### src/rtl/cpu_run_pkg.sv
// cpu_run_pkg: run-state encoding and breakpoint index sizing shared by the run controller
package cpu_run_pkg;
  typedef enum logic [1:0] {
    HOLD = 2'd0,
    RUN  = 2'd1,
    HALT = 2'd2,
    STEP = 2'd3
  } state_t;
  function automatic int bp_idx_w(input int num_bp);
    return $clog2(num_bp);
  endfunction
endpackage

### src/rtl/cpu_run_ctrl_bp_match.sv
// cpu_run_ctrl_bp_match: breakpoint table with word-granular PC compare and lowest-index priority
module cpu_run_ctrl_bp_match
  import cpu_run_pkg::*;
#(
  parameter int ADDR_WIDTH = 32,
  parameter int NUM_BP     = 4
) (
  input  logic                          clk,
  input  logic                          rst_n,
  input  logic                          wen,
  input  logic [bp_idx_w(NUM_BP)-1:0]   widx,
  input  logic [ADDR_WIDTH-1:0]         waddr,
  input  logic                          wvalid,
  input  logic [ADDR_WIDTH-1:0]         pc,
  output logic                          match,
  output logic [bp_idx_w(NUM_BP)-1:0]   match_idx
);
  localparam int IW = bp_idx_w(NUM_BP);
  logic [NUM_BP-1:0]       valid_q, valid_d;
  logic [ADDR_WIDTH-1:2]   addr_q [NUM_BP];
  logic [ADDR_WIDTH-1:2]   addr_d [NUM_BP];
  logic                    unused_lo;
  assign unused_lo = ^{waddr[1:0], pc[1:0]};
  always_comb begin
    valid_d = valid_q;
    addr_d  = addr_q;
    if (wen) begin
      valid_d[widx] = wvalid;
      addr_d[widx]  = waddr[ADDR_WIDTH-1:2];
    end
  end
  // Descending scan so the lowest matching entry is the one left standing
  always_comb begin
    match     = 1'b0;
    match_idx = '0;
    for (int i = NUM_BP - 1; i >= 0; i--)
      if (valid_q[i] && addr_q[i] == pc[ADDR_WIDTH-1:2]) begin
        match     = 1'b1;
        match_idx = IW'(i);
      end
  end
  always_ff @(posedge clk or negedge rst_n) begin
    if (!rst_n) begin
      valid_q <= '0;
      for (int i = 0; i < NUM_BP; i++) addr_q[i] <= '0;
    end else begin
      valid_q <= valid_d;
      addr_q  <= addr_d;
    end
  end
endmodule

### src/rtl/cpu_run_ctrl.sv
// cpu_run_ctrl: pipeline reset/enable sequencing with run, halt, N-step and breakpoint stops
module cpu_run_ctrl
  import cpu_run_pkg::*;
#(
  parameter int ADDR_WIDTH = 32,
  parameter int NUM_BP     = 4,
  parameter int STEP_W     = 16,
  parameter int RST_CYCLES = 4
) (
  input  logic                          clk,
  input  logic                          rst_n,
  input  logic                          debug_en,
  input  logic                          debug_step,
  input  logic [STEP_W-1:0]             step_count,
  input  logic                          halt_req,
  input  logic                          resume,
  input  logic                          sw_rst,
  input  logic                          bp_wen,
  input  logic [bp_idx_w(NUM_BP)-1:0]   bp_idx,
  input  logic [ADDR_WIDTH-1:0]         bp_addr,
  input  logic                          bp_valid,
  input  logic [ADDR_WIDTH-1:0]         pc_if,
  output logic                          cpu_rst,
  output logic                          cpu_en,
  output logic                          halted,
  output logic                          bp_hit,
  output logic [bp_idx_w(NUM_BP)-1:0]   bp_hit_idx,
  output logic [STEP_W-1:0]             steps_left
);
  localparam int IW = bp_idx_w(NUM_BP);
  localparam int CW = $clog2(RST_CYCLES + 1);
  state_t            state_q, state_d;
  logic [CW-1:0]     cnt_q, cnt_d;
  logic [STEP_W-1:0] steps_q, steps_d;
  logic              skip_q, skip_d;
  logic              hit_q, hit_d;
  logic [IW-1:0]     hit_idx_q, hit_idx_d;
  logic              s1_q, s2_q, s3_q;
  logic              step_pulse, match, bp_stop;
  logic [IW-1:0]     match_idx;
  cpu_run_ctrl_bp_match #(.ADDR_WIDTH(ADDR_WIDTH), .NUM_BP(NUM_BP)) u_bp (
    .clk       (clk),
    .rst_n     (rst_n),
    .wen       (bp_wen),
    .widx      (bp_idx),
    .waddr     (bp_addr),
    .wvalid    (bp_valid),
    .pc        (pc_if),
    .match     (match),
    .match_idx (match_idx)
  );
  assign step_pulse = s2_q & ~s3_q;
  assign bp_stop    = match & ~skip_q & (state_q == RUN || state_q == STEP);
  always_comb begin
    state_d   = state_q;
    cnt_d     = cnt_q;
    steps_d   = steps_q;
    skip_d    = skip_q;
    hit_d     = hit_q;
    hit_idx_d = hit_idx_q;
    cpu_en    = 1'b0;
    case (state_q)
      HOLD: begin
        cnt_d   = cnt_q == '0 ? cnt_q : cnt_q - 1'b1;
        state_d = cnt_q != '0 ? HOLD : debug_en ? HALT : RUN;
      end
      RUN: begin
        cpu_en  = ~bp_stop;
        skip_d  = 1'b0;
        state_d = bp_stop || debug_en || halt_req ? HALT : RUN;
      end
      HALT: begin
        if (step_pulse) begin
          state_d = STEP;
          steps_d = step_count == '0 ? STEP_W'(1) : step_count;
          skip_d  = 1'b1;
        end else if (resume && !debug_en) begin
          state_d = RUN;
          hit_d   = 1'b0;
          skip_d  = 1'b1;
        end
      end
      STEP: begin
        cpu_en = ~bp_stop;
        skip_d = 1'b0;
        if (bp_stop || halt_req) state_d = HALT;
        else if (steps_q == STEP_W'(1)) begin
          state_d = HALT;
          steps_d = '0;
        end else steps_d = steps_q - 1'b1;
      end
    endcase
    if (bp_stop) begin
      hit_d     = 1'b1;
      hit_idx_d = match_idx;
    end
    if (sw_rst) begin
      state_d = HOLD;
      cnt_d   = CW'(RST_CYCLES - 1);
      steps_d = '0;
      skip_d  = 1'b0;
    end
  end
  always_ff @(posedge clk or negedge rst_n) begin
    if (!rst_n) begin
      state_q   <= HOLD;
      cnt_q     <= CW'(RST_CYCLES - 1);
      steps_q   <= '0;
      skip_q    <= 1'b0;
      hit_q     <= 1'b0;
      hit_idx_q <= '0;
      s1_q      <= 1'b0;
      s2_q      <= 1'b0;
      s3_q      <= 1'b0;
    end else begin
      state_q   <= state_d;
      cnt_q     <= cnt_d;
      steps_q   <= steps_d;
      skip_q    <= skip_d;
      hit_q     <= hit_d;
      hit_idx_q <= hit_idx_d;
      s1_q      <= debug_step;
      s2_q      <= s1_q;
      s3_q      <= s2_q;
    end
  end
  assign cpu_rst    = state_q == HOLD;
  assign halted     = state_q == HALT;
  assign bp_hit     = hit_q;
  assign bp_hit_idx = hit_idx_q;
  assign steps_left = steps_q;
endmodule
### config.mk
export PLATFORM = sky130hd
export DESIGN_NAME = cpu_run_ctrl
export DESIGN_NICKNAME = d
export VERILOG_FILES = /design/src/rtl/cpu_run_pkg.sv /design/src/rtl/cpu_run_ctrl_bp_match.sv /design/src/rtl/cpu_run_ctrl.sv
export SDC_FILE = /design/constraint.sdc
export NUM_CORES = 1
export LEC_CHECK = 0
export CORE_ASPECT_RATIO = 1.25
export CORE_MARGIN = 5
export CORE_UTILIZATION = 56
export DETAILED_ROUTE_END_ITERATION = 8
export PLACE_DENSITY_LB_ADDON = 0.08
export SLEW_MARGIN = 15
export SYNTH_ARGS = -nofsm -noshare
export SYNTH_HDL_FRONTEND = slang
export SYNTH_SLANG_ARGS = --single-unit
### constraint.sdc
create_clock -name clk -period 3.1 [get_ports clk]
set_input_delay 0.775 -clock clk [delete_from_list [all_inputs] [get_ports clk]]
set_output_delay 0.775 -clock clk [all_outputs]
set_load 0.02 [all_outputs]
==> results.md <==
* Initial Util at 0.563
* # rows at 50
* CP max stage cell: nor4_2
* Maximum Capacitance Violations at 0
* Skew-Pair Late Insertion Delay at 0.43 ns
* Slew headroom at 0.583
* Clk pwr share at 0.288
* P_sw at 2410 uW
* Post-route cell area at 11,800 um^2
* Classification of the worst setup path: in -> out
* Crit end category: output port
* Failing checks: negative setup slack
* PD cells at 634 nW/um^2
* # port buffers at 108
* Core Area at 14,800 um^2
* Register area share after synthesis at 0.456
* Max Freq at 0.311 GHz
* Post-DP HPWL at 18.4 mm
* First-pass GRT wire length at 40.0 mm
* EDFF count, synth at 0
* Gate Count Post-Synth at 715
* DRT antenna net count at 0
* # placed instances at 1,081
* CTS tree: done
* Clk pin slew, worst setup/hold paths at 0.07 ns
* Clock Skews at 0.0135 ns
* Syn_nets at 810
* Most frequent cells in the layout: dfrtp_1 (150), buf_4 (133), mux2_2 (124), clkdlybuf4s50_1 (76)
* Final max-slew violation count at 0
* Gr usage total at 0.300
* Mean post-synth cell area at 11.7 um^2
* GPL Wtd Cong at 0.963
* Total wire length at 25.4 mm
* Reg2Reg Setup Slack at 0.54 ns
* Worst VDD drop at 0.000479 V
* CP arrival at 2.44 ns
* P_int at 5050 uW
* Register bit total from synthesis at 152
* Placed cell area at 10,300 um^2
* Cell variety after synth at 48
* Primary FF master, synth: dfrtp_1
* Initial drt markers at 315
* Root Driver: clkbuf_16
* Sequential share of power at 0.367
* Most common cell after layout, fill and taps aside: dfrtp_1
* Finished Layout Cells at 1,131
* Cts hold-fix bufs at 0
* Initial antenna violation count at 0
* Critical path fanouts, max at 4
* CP cell instances: buf_2 > xnor2_2 > buf_4 > nand4_1 > nor4_2 > buf_4 > nand3_4 > a31o_4 > and2_4 > buf_6
* Pin slew with the least headroom to its limit at 0.621 ns
* CTS max path bufs at 2
* Hold Path Class: in -> async
* Vias per cell at 5.81
* CP required at 2.32 ns
* Clock sinks at 152
* Setup WS post-layout at -0.115 ns
* Mean routed wirelength per cell at 22.5 um
* Layout cells sized above 1 at 0.458
* Pin count of the biggest net entering global routing at 60
* Final Net Count at 1,031
* Logic pwr share at 0.345
* Tcrit/Tclk final at 1.04
* GRT overflow at 0
* Routed vias at 6,569
* Synth-to-Final Area Change at 41.2%
* CP most frequent cell: buf_4
* Crit path time final at 3.21 ns
* Status: finished, violations left
* Finish-stage setup viols at 1
* Sum Neg Setup Slack at -0.115 ns
* Net Sw Frac at 0.323
* CP max stage delay at 0.29 ns
* Die extent in x at 119 um
* Io pins at 113
* CTS buffer count at 17
* Static leakage power at 0.00496 uW
* Residual DRC at 0
* Chip height at 146 um
* Drt pass-1 iters at 5
* Worst hold margin at 0.308 ns
* Synth warnings at 0
* Post-synth ARST share at 1.00
* Vias in the first global route at 7,219
* # diodes at 0
* RSZ-0062 raised after global routing: yes
* Pwr Total at 7460 uW
* Die footprint at 17,500 um^2
* Final hold violations at 0
* CP Launch Type: primary input
* Synthesized area at 8350 um^2
* # H-tree levels at 4
## sequential cells by signal, indices dropped and copies added, names as in the netlist
signal,count
skip_q,1
u_bp.addr_q,120
u_bp.valid_q,4
s2_q,1
steps_left,16
s1_q,1
s3_q,1
state_q,2
bp_hit,1
cnt_q,3
bp_hit_idx,2
## through the flow
| stage | setup slack (ns) | utilization |
|---|---|---|
| after floorplan | 0.231 | - |
| after global placement | -1.24 | 0.697 |
| after detailed placement | -1.17 | 0.697 |
| after CTS | -0.0727 | 0.793 |
| after global routing | -0.215 | 0.795 |
| final | -0.115 | 0.795 |
## power groups by stage
stage	Combinational (uW)	Sequential, uW	Clock, uW
floorplan	1260	2610	0
global placement	2190	2660	0
detailed placement	2240	2690	0
CTS	2540	2720	2170
global route	2730	2780	2270
finish	2570	2740	2150
## worst max-delay path, delay by kind of cell
kind | cells | cell delay (ns)
and+or+nand+nor | 4 | 0.62
AOI/OAI and AO/OA | 1 | 0.24
xor gates and xnor gates | 1 | 0.14
buffers and inverters | 4 | 0.65
## logic make-up after synthesis
| family | share of synthesized area |
|---|---|
| compound gates | 0.0612 |
| xor+xnor | 0.144 |
| fa+ha+maj | 0.00600 |
| buf+inv | 0.0442 |
| flops | 0.456 |
| mux | 0.167 |
| simple gates | 0.121 |
## per-layer routing
| metal | global-route usage | up-vias | wire [um] |
|---|---|---|---|
| met5 | 0 | - | 0 |
| met4 | 0.139 | 0 | 1110 |
| met3 | 0.0620 | 58 | 973 |
| met2 | 0.544 | 192 | 13400 |
| met1 | 0.334 | 3306 | 9910 |
| li1 | - | 3013 | - |
## path summary, 6_finish.rpt
path / startpoint / end / cells past startpoint
max in group asynchronous: rst_n / u_bp.addr_q[85] / 2
min: rst_n / steps_left[3] / 1
max: pc_if[21] / cpu_en / 10
min in group clk: s1_q / s2_q / 0
max reg2reg: steps_left[2] / steps_left[8] / 8
min reg2reg: s1_q / s2_q / 0
## cell usage after synthesis, drive strengths merged (4+ instances only)
library cell  number  share of area
nor2              22         0.0099
buf               37          0.033
mux2             124           0.17
inv               15         0.0067
nor3              11         0.0072
xnor2            121           0.14
ha                 4         0.0060
nand2b            12         0.0090
nor4b              4         0.0042
o21ai              9         0.0054
a211oi            12          0.016
nand3             11         0.0066
nor4              25          0.022
o32ai              6         0.0072
clkbuf            11         0.0049
nand2             24          0.011
a21oi             30          0.019
dfrtp            150           0.45
nand4             51          0.039
xor2               7         0.0073
## repair_timing
item                                    in CTS  in global routing
setup buffers                               18                  1
gates resized for setup                    253                  3
cloned                                       0                  0
endpoints found under the setup margin       1                  1
pin swaps                                   67                  2
## area by class of cell
type,instances,area (um^2)
well taps,182,228
clock buffers,19,433
fillers,898,3040
repair buffers,250,2140
flip-flops and latches,152,3810
inverters,15,56.3
multi-input cells,500,4950
clock inverters,13,169
(Power assumes the default switching activity.)
